File: config.mk
export PLATFORM = sky130hd
export DESIGN_NAME = stim_pattern_gen
export DESIGN_NICKNAME = d
export VERILOG_FILES = /design/src/rtl/stim_pkg.sv /design/src/rtl/stim_ch_timer.sv /design/src/rtl/stim_pattern_gen.sv
export SDC_FILE = /design/constraint.sdc
export NUM_CORES = 1
export LEC_CHECK = 0
export ABC_AREA = 1
export CAP_MARGIN = 25
export CORE_ASPECT_RATIO = 1.2
export CORE_MARGIN = 5
export CORE_UTILIZATION = 53
export DETAILED_ROUTE_END_ITERATION = 16
export HOLD_SLACK_MARGIN = 0.1
export PLACE_DENSITY_LB_ADDON = 0.12
export SYNTH_ARGS = -nofsm -noshare
export SYNTH_HDL_FRONTEND = slang
export SYNTH_SLANG_ARGS = --single-unit
File: constraint.sdc
create_clock -name clk -period 2.1 [get_ports clk]
set_clock_uncertainty 0.1 [all_clocks]
set_input_delay 0.42 -clock clk [delete_from_list [all_inputs] [get_ports clk]]
set_output_delay 0.42 -clock clk [all_outputs]
set_load 0.01 [all_outputs]
File: src/rtl/stim_pkg.sv
// Shared types and constants for the stimulus pattern generator.
// The LFSR constants are used only when STIM_PATTERN_GEN_LFSR_EN is defined.
package stim_pkg;

   typedef enum logic [1:0] {
      MODE_TOGGLE = 2'b00,
      MODE_COUNT  = 2'b01,
      MODE_LFSR   = 2'b10,
      MODE_RSVD   = 2'b11
   } mode_e;

   typedef enum logic [1:0] {
      IDLE = 2'b00,
      RUN  = 2'b01,
      DONE = 2'b10
   } state_e;

   localparam int unsigned LFSR_W = 16;
   localparam logic [LFSR_W-1:0] LFSR_SEED = 16'hACE1;
   // Right-shifting Fibonacci form: bits 0,2,3,5 correspond to taps 16,14,13,11.
   localparam logic [LFSR_W-1:0] LFSR_TAPS = 16'h002D;

   // One LFSR step: feedback enters at the MSB, register shifts right.
   function automatic logic [LFSR_W-1:0] lfsr_step(input logic [LFSR_W-1:0] s);
      return {^(s & LFSR_TAPS), s[LFSR_W-1:1]};
   endfunction

endpackage

File: src/rtl/stim_ch_timer.sv
// Single-channel half-period timer: ticks every max(period,1) enabled cycles.
module stim_ch_timer
   import stim_pkg::*;
#(
   parameter int unsigned CNT_W = 8
) (
   input  logic             clk,
   input  logic             rst_n,
   input  logic             clear,
   input  logic             enable,
   input  logic [CNT_W-1:0] period,
   output logic             tick_c
);

   logic [CNT_W-1:0] cnt;
   logic [CNT_W-1:0] last;

   // Terminal count; a zero period behaves as a period of one.
   always_comb begin
      last = '0;
      if (period != '0) last = period - CNT_W'(1);
   end

   assign tick_c = enable && (cnt == last);

   // Counter clears on run entry, reloads to zero at terminal count.
   always_ff @(posedge clk or negedge rst_n) begin
      if (!rst_n) begin
         cnt <= '0;
      end else if (clear) begin
         cnt <= '0;
      end else if (enable) begin
         if (cnt == last) cnt <= '0;
         else             cnt <= cnt + CNT_W'(1);
      end
   end

endmodule

File: src/rtl/stim_pattern_gen.sv
// Cycle-accurate stimulus generator: per-channel toggling or binary count,
// with start/stop/run-length control.
// Optional LFSR pattern mode (mode 10) is built when STIM_PATTERN_GEN_LFSR_EN is defined.
module stim_pattern_gen
   import stim_pkg::*;
#(
   parameter int unsigned NUM_CH = 4,
   parameter int unsigned CNT_W  = 8,
   parameter int unsigned RUN_W  = 16
) (
   input  logic                    clk,
   input  logic                    rst_n,
   input  logic                    start,
   input  logic                    stop,
   input  logic [1:0]              mode,
   input  logic [NUM_CH*CNT_W-1:0] half_period,
   input  logic [RUN_W-1:0]        run_len,
   output logic [NUM_CH-1:0]       pattern,
   output logic                    busy,
   output logic                    done
);

   state_e                  state;
   mode_e                   mode_q;
   logic [NUM_CH*CNT_W-1:0] hp_q;
   logic [RUN_W-1:0]        run_len_q;
   logic [RUN_W-1:0]        run_cnt;
   logic [RUN_W-1:0]        run_cnt_nxt;
   logic [NUM_CH-1:0]       tick;
   logic [NUM_CH-1:0]       pattern_nxt;
   logic                    go;
   logic                    in_run;
`ifdef STIM_PATTERN_GEN_LFSR_EN
   logic [LFSR_W-1:0]       lfsr;
   logic [LFSR_W-1:0]       lfsr_nxt;
`endif

   assign go          = (state == IDLE) && start && !stop;
   assign in_run      = (state == RUN);
   assign run_cnt_nxt = run_cnt + RUN_W'(1);

   // One half-period timer per channel; channel 0 also paces count/LFSR stepping.
   for (genvar i = 0; i < NUM_CH; i++) begin : g_ch
      stim_ch_timer #(.CNT_W(CNT_W)) u_timer (
         .clk    (clk),
         .rst_n  (rst_n),
         .clear  (go),
         .enable (in_run),
         .period (hp_q[i*CNT_W +: CNT_W]),
         .tick_c (tick[i])
      );
   end

   // Next pattern for the current RUN cycle, selected by latched mode.
   always_comb begin
      pattern_nxt = pattern;
`ifdef STIM_PATTERN_GEN_LFSR_EN
      lfsr_nxt = lfsr;
      if (tick[0]) lfsr_nxt = lfsr_step(lfsr);
`endif
      case (mode_q)
         MODE_COUNT: if (tick[0]) pattern_nxt = pattern + NUM_CH'(1);
`ifdef STIM_PATTERN_GEN_LFSR_EN
         MODE_LFSR:  pattern_nxt = lfsr_nxt[NUM_CH-1:0];
`endif
         default:    pattern_nxt = pattern ^ tick;
      endcase
   end

   // Control FSM with registered pattern, busy and done.
   always_ff @(posedge clk or negedge rst_n) begin
      if (!rst_n) begin
         state     <= IDLE;
         mode_q    <= MODE_TOGGLE;
         hp_q      <= '0;
         run_len_q <= '0;
         run_cnt   <= '0;
         pattern   <= '0;
         busy      <= 1'b0;
         done      <= 1'b0;
`ifdef STIM_PATTERN_GEN_LFSR_EN
         lfsr      <= '0;
`endif
      end else begin
         done <= 1'b0;
         if (stop) begin
            state   <= IDLE;
            pattern <= '0;
            busy    <= 1'b0;
         end else begin
            case (state)
               IDLE: begin
                  if (start) begin
                     state     <= RUN;
                     busy      <= 1'b1;
                     mode_q    <= mode_e'(mode);
                     hp_q      <= half_period;
                     run_len_q <= run_len;
                     run_cnt   <= '0;
                     pattern   <= '0;
`ifdef STIM_PATTERN_GEN_LFSR_EN
                     lfsr      <= LFSR_SEED;
                     if (mode_e'(mode) == MODE_LFSR) pattern <= LFSR_SEED[NUM_CH-1:0];
`endif
                  end
               end
               RUN: begin
                  run_cnt <= run_cnt_nxt;
                  pattern <= pattern_nxt;
`ifdef STIM_PATTERN_GEN_LFSR_EN
                  lfsr    <= lfsr_nxt;
`endif
                  if ((run_len_q != '0) && (run_cnt_nxt == run_len_q)) begin
                     state <= DONE;
                     busy  <= 1'b0;
                     done  <= 1'b1;
                  end
               end
               DONE:    state <= IDLE;
               default: state <= IDLE;
            endcase
         end
      end
   end

endmodule

==> results_dict.tcl, run 1 <==
set metrics [dict create \
    slew_headroom 0.620 \
    grt_pass1_wl_um 25800 \
    vias 6079 \
    fillers 1013 \
    diodes 0 \
    ir_drop_mv 0.492 \
    worstSkewPairLatency_ns 0.35 \
    synth_cell_types 33 \
    maxCapViolCount 0 \
    worstPathRequired_ns 2.24 \
    nNetsFinal 1079 \
    coreArea_um2 12100 \
    crit_type "flip-flop to flip-flop" \
    synth_area_leader_cell "dfrtp_1" \
    rsz0062_at_grt "true" \
    drt_pass1_iterations 5 \
    cts_tree "done" \
    first_global_vias 5730 \
    synth_seq_cells 106 \
    cts.clk_slew.worst_paths_ns 0.07 \
    synth_area_leaders "dfrtp_1, nand2_1, inv_1, nand3_1, o21ai_0" \
    avgSynthCellArea_um2 7.12 \
    wl_per_cell_um 12.9 \
    cts_sinks 106 \
    cts_htree_levels 3 \
    p_total_mw 6.93 \
    cts_made_buffers 9 \
    die_w_um 111 \
    grt_overflow 0 \
    period_minus_slack_ns 2.10 \
    routed_via_density 5.15 \
    fin_util 0.677 \
    setup-violations-final 0 \
    synth_nets 979 \
    tightestPinTransition_ns 0.570 \
    post-place-ws_ns -0.125 \
    crit_path_end_kind "flip-flop" \
    min_path_type "flip-flop to flip-flop" \
    antenna_found_initial 0 \
    syn_inst 915 \
    status "completed" \
    yosysWarnings 0 \
    grt_max_degree 107 \
    post-route-period-util 0.999 \
    synth_top_area_frac 0.407 \
    syn_area_um2 6520 \
    power_density_nw_per_um2 849 \
    max_freq_mhz 477 \
    setup_tns_ns 0 \
    initial_utilization 0.540 \
    crit_path_max_fanout 4 \
    cts.path.max_buffers 2 \
    slew_violations 0 \
    die_area_um2 14600 \
    fin_area_um2 8160 \
    hpwl_um 11000 \
    drive_above_1_share 0.139 \
    totalWireLength_um 15300 \
    layout_setup_ws_ns 0.00257 \
    p_leak_nw 3.86 \
    start_kind "flip-flop" \
    yosysSeqAreaShare 0.407 \
    io_buffers 59 \
    place_area_um2 7510 \
    drc 0 \
    io_pins 60 \
    critPathArrivalTime_ns 2.24 \
    die_y_um 131 \
    drtIter0Drc 262 \
    num_rows 44 \
    grt_usage 0.210 \
    antenna_left 0 \
    gp_congestion 0.887 \
    area_growth_pct 25.3 \
    hold_viol 0 \
    cts_root_buffer "clkbuf_16" \
]
-- stage by stage --
| stage | hold WS [ns] | instances |
|---|---|---|
| final | 0.379 | 1181 |
| after global routing | 0.406 | 1181 |
| after CTS | 0.384 | 1174 |
| after detailed placement | 0.367 | 1149 |
| after global placement | 0.371 | 1149 |
| after floorplan | 0.0244 | 915 |
-- final timing paths --
kind                                        start                        end  slack, ns  depth (start not counted)
max                        run_cnt[2]$_DFFE_PN0P_           busy$_DFFE_PN0P_      0.003                         16
min                              busy$_DFFE_PN0P_           busy$_DFFE_PN0P_       0.38                          2
max reg2reg                run_cnt[2]$_DFFE_PN0P_           busy$_DFFE_PN0P_      0.003                         16
min reg2reg                      busy$_DFFE_PN0P_           busy$_DFFE_PN0P_       0.38                          2
max in group asynchronous                   rst_n  run_len_q[14]$_DFFE_PN0P_       0.89                          3
min in group asynchronous                   rst_n        hp_q[1]$_DFFE_PN0P_       0.56                          3
-- synth_stat cells --
library cell and number:
a21oi_1 4, a21oi_4 1, and2_1 1, buf_1 1
buf_6 2, clkbuf_1 14, clkinv_1 2, dfrtp_1 106
ha_1 10, inv_1 120, inv_2 5, nand2_1 267
nand2_2 10, nand2_4 2, nand3_1 88, nand3_2 2
nand3b_1 1, nand4_1 23, nand4_2 1, nor2_1 76
nor2_2 5, nor2_4 4, nor3_1 18, o211ai_1 1
o21ai_0 68, o21ai_1 3, o21ai_2 1, o22ai_1 36
o31ai_1 1, or2_2 1, xnor2_1 4, xor2_1 36
xor2_2 1
-- worst max-delay path, stage by stage (launching register included) --
cell and delay (ns):
dfrtp_1 0.48, nand3_4 0.13, nor2_4 0.18, buf_4 0.14, nand2_1 0.05, nand2_1 0.09
nand2_1 0.07, nand2_1 0.10, nand2_1 0.07, nor2_2 0.12, nand3_1 0.08, nor2_1 0.09
nand2_1 0.07, nand2_2 0.06, nand2_1 0.05, nand2_1 0.05, nand2_1 0.04
-- cell usage in the layout (no fill, tap or decap), types with 6 or more instances in the layout --
cell and instances:
nor2_1 65, nand4_1 23, dfrtp_1 106, nand2_4 9
nor3_1 16, xor2_1 36, nor2_4 10, clkdlybuf4s50_1 58
nand2_2 15, inv_1 112, nand3_1 83, inv_2 13
nand2_1 256, o22ai_1 33, o21ai_0 66, clkbuf_16 9
buf_4 39, ha_1 6, nor2_2 10
-- area by class of cell --
cell class / instances / area [um^2] / area share
clock buffer: 12 / 256 / 0.0314
multi-input combinational: 666 / 3550 / 0.435
sequential: 106 / 2650 / 0.325
clock inverter: 4 / 26.3 / 0.00322
timing repair buffer: 105 / 997 / 0.122
inverter: 127 / 477 / 0.0584
tap: 161 / 201 / 0.0247
-- routing by layer --
metal  track usage  wire, um
met2         0.357      7460
met4        0.0778       320
met1         0.272      7000
met5             0         0
met3        0.0304       497
-- registers in the layout (all words and copies together) (netlist names) --
register          count
state                 2
done                  1
pattern               4
run_len_q            16
hp_q                 32
g_ch.u_timer.cnt     32
busy                  1
run_cnt              16
mode_q                2
-- repair_timing --
item                       4_1_cts  5_1_grt
hold endpoints to repair       106        0
resized for setup               17       52
gates cloned                     1        0
pin swaps                       12       21
buffers inserted                 7        7
setup endpoints to repair       26       39
hold buffers                     1        0
-- logic make-up (layout without fill, tap and decap cells) --
family                     count (synthesis)  count (layout)  share of synthesized area
and+or+nand+nor                          499             500                      0.334
buffers and inverters                    144             248                     0.0853
AOI/OAI and AO/OA                        115             115                     0.0983
DFF                                      106             106                      0.407
xor gates and xnor gates                  41              41                     0.0563
adders and majority gates                 10              10                     0.0192
-- report_power, final --
group | leakage, nW | switching (mW) | internal (mW)
sequential | 1.38 | 0.337 | 2.38
combinational | 2.34 | 1.50 | 1.08
clock | 0.139 | 0.764 | 0.869
Power figures use the tool's default switching activity.
==> run 2: changes to the inputs <==
Settings changed: CELL_PAD_IN_SITES_DETAIL_PLACEMENT set to 1, CELL_PAD_IN_SITES_GLOBAL_PLACEMENT set to 1, CORE_ASPECT_RATIO 1.2 to 1.4, CORE_UTILIZATION 53 to 38, CTS_BUF_LIST set to sky130_fd_sc_hd__clkbuf_4 sky130_fd_sc_hd__clkbuf_8 sky130_fd_sc_hd__clkbuf_16.
==> results_dict.tcl, run 2 (synthesis gave the netlist of run 1 again) <==
set metrics [dict create \
    start_kind "flip-flop" \
    rsz0062_at_grt "true" \
    cts.path.max_buffers 2 \
    num_rows 56 \
    max_freq_mhz 463 \
    setup-violations-final 5 \
    tightestPinTransition_ns 0.449 \
    io_buffers 59 \
    io_pins 60 \
    nNetsFinal 1108 \
    die_y_um 165 \
    first_global_vias 6832 \
    ir_drop_mv 0.351 \
    cts_root_buffer "clkbuf_16" \
    slew_violations 0 \
    layout_commonest_cell "nand2_1" \
    slew_headroom 0.700 \
    grt_usage 0.200 \
    totalWireLength_um 19400 \
    critPathArrivalTime_ns 2.33 \
    coreArea_um2 16800 \
    die_w_um 121 \
    fillers 2088 \
    layout_setup_ws_ns -0.0594 \
    die_area_um2 19900 \
    hpwl_um 14700 \
    area_growth_pct 33.9 \
    gp_congestion 0.810 \
    violations "setup timing" \
    p_leak_nw 4.08 \
    crit_type "flip-flop to flip-flop" \
    initial_utilization 0.388 \
    cts_htree_levels 3 \
    post-route-period-util 1.03 \
    hold_viol 0 \
    antenna_found_initial 0 \
    drt_pass1_iterations 4 \
    min_path_type "flip-flop to flip-flop" \
    grt_pass1_wl_um 32000 \
    cts_made_buffers 9 \
    setup.worst_path.start "run_cnt[0]$_DFFE_PN0P_" \
    final_cell_mix "nand2_1, inv_1, dfrtp_1, nand3_1, buf_4" \
    reg_top3 "g_ch.u_timer.cnt (32), hp_q (32)" \
    vias 6414 \
    crit_path_max_fanout 3 \
    period_minus_slack_ns 2.16 \
    grt_max_degree 64 \
    antenna_left 0 \
    r2r_start "run_cnt[0]$_DFFE_PN0P_" \
    routed_via_density 5.13 \
    wl_per_cell_um 15.5 \
    diodes 0 \
    drive_above_1_share 0.202 \
    worstSkewPairLatency_ns 0.36 \
    timing.hold.ws_ns 0.399 \
    cts_tree "done" \
    drc 0 \
    cts.clk_slew.worst_paths_ns 0.07 \
    crit_path_end_kind "flip-flop" \
    maxCapViolCount 0 \
    grt_overflow 0 \
    worstPathRequired_ns 2.27 \
    p_total_mw 7.43 \
    cts_sinks 106 \
    power_density_nw_per_um2 852 \
    hp-start "mode_q[1]$_DFFE_PN0P_" \
    drtIter0Drc 125 \
    post-place-ws_ns -0.287 \
    status "complete, but fails checks" \
]
[run 2: changes by cell type in the layout (fill, tap and decap cells not counted), sizes merged]
cell	previous run	this run
buf	46	75
clkbuf	12	10
bufinv	0	2
clkinv	5	3
clkinvlp	1	2
[run 2: worst paths after layout]
path | end | slack, ns | depth (start not counted)
setup / recovery | done$_DFF_PN0_ | -0.06 | 14
hold / removal | mode_q[1]$_DFFE_PN0P_ | 0.40 | 2
setup reg to reg | done$_DFF_PN0_ | -0.06 | 14
hold reg to reg | mode_q[1]$_DFFE_PN0P_ | 0.40 | 2
max in group asynchronous | hp_q[18]$_DFFE_PN0P_ | 0.86 | 3
min in group asynchronous | g_ch[2].u_timer.cnt[0]$_DFFE_PN0P_ | 0.46 | 2
[run 2: layer usage]
metal,GRT usage,up-vias,share of wire
li1,-,3201,-
met1,0.221,3127,0.40
met2,0.392,64,0.56
met3,0.0192,22,0.018
met4,0.0706,0,0.018
met5,0,-,0
[run 2: where the power goes]
group	switching [mW]	internal, mW	total [mW]
combinational	1.67	1.19	2.86
clock	0.784	1.05	1.84
sequential	0.355	2.38	2.74
[run 2: metrics by stage]
step	cells	setup TNS, ns	area (um^2)	util
after floorplan	915	0	6520	-
after global placement	1222	-2.56	7800	0.464
after detailed placement	1222	-4.04	7800	0.464
after CTS	1243	-0.427	8290	0.493
after global routing	1251	-2.54	8730	0.519
final	1251	-0.137	8730	0.519
[run 2: area by class of cell]
class,count,area (um^2),area share
clock buffers,10,233,0.0267
clock inverters,5,80.1,0.00918
multi-input cells,666,3790,0.434
flip-flops and latches,106,2660,0.304
inverters,127,479,0.0549
repair buffers,134,1240,0.142
well taps,203,254,0.0291
[run 2: timing repair]
action                                  CTS  global route
gates resized for setup                  39            95
setup buffers                             4             8
cloned                                    1             0
hold buffers                              1             0
endpoints found under the setup margin   37            40
endpoints found under the hold margin    22             0
pin swaps                                17            29
[run 2: worst max-delay path, stage by stage (launching register included)]
cell and delay [ns]:
dfrtp_1 0.40, buf_4 0.15, nand3_4 0.10, nor2_4 0.14, inv_1 0.09, nor2_2 0.15, nand2_1 0.10, nand3_1 0.10
buf_4 0.11, o21ai_0 0.07, nor2_1 0.11, nand3_1 0.09, nor2_1 0.10, nand3_1 0.12, nor3_2 0.15
==> run 3: changes to the inputs <==
Settings changed: CORE_UTILIZATION 38 to 42.
Clock period 2.1 ns to 1.99 ns, I/O delays scaled along.
==> results_dict.tcl, run 3 (synthesis gave the netlist of run 1 again) <==
set metrics [dict create \
    tightestPinTransition_ns 0.464 \
    drive_above_1_share 0.254 \
    antenna_found_initial 0 \
    io_buffers 59 \
    gp_congestion 0.825 \
    max_freq_mhz 438 \
    min_path_type "primary input to asynchronous set/reset pin" \
    area_growth_pct 40.5 \
    max_stage_delay_ns 0.39 \
    grt_max_degree 51 \
    hold_viol 0 \
    drt_pass1_iterations 6 \
    grt_pass1_wl_um 33300 \
    use_met2 0.421 \
    slew_headroom 0.690 \
    cts_htree_levels 3 \
    io_pins 60 \
    use_met3 0.0292 \
    fillers 1911 \
    maxCapViolCount 0 \
    setup-violations-final 32 \
    p_leak_nw 4.27 \
    place_area_um2 7940 \
    ir_drop_mv 0.437 \
    antenna_left 0 \
    place_inst 1230 \
    reg_top3 "g_ch.u_timer.cnt (32), hp_q (32)" \
    cts_made_buffers 9 \
    vias 6669 \
    hpwl_um 14500 \
    num_rows 54 \
    rsz0062_at_grt "true" \
    post-route-period-util 1.15 \
    final_cell_mix "nand2_1, dfrtp_1, inv_1, buf_4, nand3_1" \
    diodes 0 \
    die_w_um 115 \
    routed_via_density 5.23 \
    wl_per_cell_um 16.9 \
    timing.hold.ws_ns 0.401 \
    cts_root_buffer "clkbuf_16" \
    die_area_um2 18100 \
    start_kind "flip-flop" \
    grt_overflow 0 \
    worstPathRequired_ns 2.14 \
    status "complete, but fails checks" \
    drc 0 \
    cts_tree "done" \
    crit_path_end_kind "flip-flop" \
    path_cells "inv_2 -> ha_4 -> nand2_4 -> nor2_4 -> nand2_4 -> nand3_1 -> nand2_1 -> nand2_1 -> nand2_1 -> nor2_2 -> nand2_4 -> a21oi_4 -> nand4_1 -> nand2_1 -> nor2_2" \
    coreArea_um2 15400 \
    critPathMostFrequentCell "nand2_1" \
    grtUsageMet1 0.274 \
    layout_setup_ws_ns -0.292 \
    crit_type "flip-flop to flip-flop" \
    p_total_mw 8.46 \
    layout_commonest_cell "nand2_1" \
    die_y_um 157 \
    first_global_vias 7058 \
    fin_area_um2 9160 \
    nNetsFinal 1138 \
    top_usage_layer "met2" \
    grt_usage 0.228 \
    cts.clk_slew.worst_paths_ns 0.07 \
    drtIter0Drc 237 \
    crit_slowest_cell "dfrtp_1" \
    power_density_nw_per_um2 924 \
    violations "setup timing" \
    totalWireLength_um 21500 \
    worstSkewPairLatency_ns 0.36 \
    period_minus_slack_ns 2.28 \
    cts_sinks 106 \
    initial_utilization 0.423 \
    slew_violations 0 \
    critPathArrivalTime_ns 2.43 \
    final-instance-count-excl-fill 1274 \
    cts.path.max_buffers 2 \
    crit_path_max_fanout 6 \
]
==> run 3: cell count changes in the layout (fill, tap and decap cells not counted), sizes merged <==
cell      previous run  this run
clkbuf              10        13
bufinv               2         1
buf                 75       105
clkinvlp             2         0
==> run 3: path summary, 6_finish.rpt <==
kind | startpoint | endpoint | slack (ns) | cells after the start
worst max-delay path | hp_q[1]$_DFFE_PN0P_ | pattern[2]$_DFFE_PN0P_ | -0.29 | 15
worst min-delay path | rst_n | hp_q[7]$_DFFE_PN0P_ | 0.40 | 2
worst max register to register | hp_q[1]$_DFFE_PN0P_ | pattern[2]$_DFFE_PN0P_ | -0.29 | 15
worst min register to register | mode_q[1]$_DFFE_PN0P_ | mode_q[1]$_DFFE_PN0P_ | 0.43 | 2
max in group asynchronous | rst_n | run_cnt[2]$_DFFE_PN0P_ | 0.76 | 3
min in group clk | mode_q[1]$_DFFE_PN0P_ | mode_q[1]$_DFFE_PN0P_ | 0.43 | 2
==> run 3: timing repair <==
action | 4_1_cts | 5_1_grt
pin swaps | 28 | 44
hold buffers | 1 | 0
setup buffers | 16 | 11
hold endpoints to repair | 21 | 0
gates resized for setup | 82 | 92
setup endpoints to repair | 40 | 40
cloned | 1 | 0
==> run 3: metrics by stage <==
stage | TNS [ns] | utilization | setup WS, ns
finish | -2.98 | 0.594 | -0.292
global route | -7.89 | 0.594 | -0.413
CTS | -2.94 | 0.565 | -0.197
detailed placement | -7.02 | 0.515 | -0.266
global placement | -4.28 | 0.515 | -0.188
floorplan | -0.0113 | - | -0.0113
==> run 3: layer usage <==
layer / up-vias / part of all wire
met3: 29 / 0.026
li1: 3256 / -
met1: 3296 / 0.41
met4: 0 / 0.017
met5: - / 0
met2: 88 / 0.55
==> run 3: area by class of cell <==
class                      instances  area (um^2)  share of cell area
clock buffer                      13          274              0.0299
tap                              196          245              0.0268
sequential                       106         2660               0.290
multi-input combinational        666         3970               0.433
clock inverter                     2         35.0             0.00383
inverter                         127          477              0.0521
timing repair buffer             164         1500               0.164
==> run 3: report_power, final <==
part	switching (mW)	leakage, nW	internal [mW]
logic	2.13	2.75	1.53
registers	0.395	1.37	2.51
clock network	0.808	0.155	1.09
total	3.33	4.27	5.13
==> run 3: worst max-delay path: cells and delay by family, from the launching register on <==
| family | cells | cell delay [ns] |
|---|---|---|
| compound gates | 1 | 0.21 |
| fa+ha+maj | 1 | 0.17 |
| buf+inv | 1 | 0.09 |
| flops | 1 | 0.39 |
| simple gates | 12 | 1.22 |
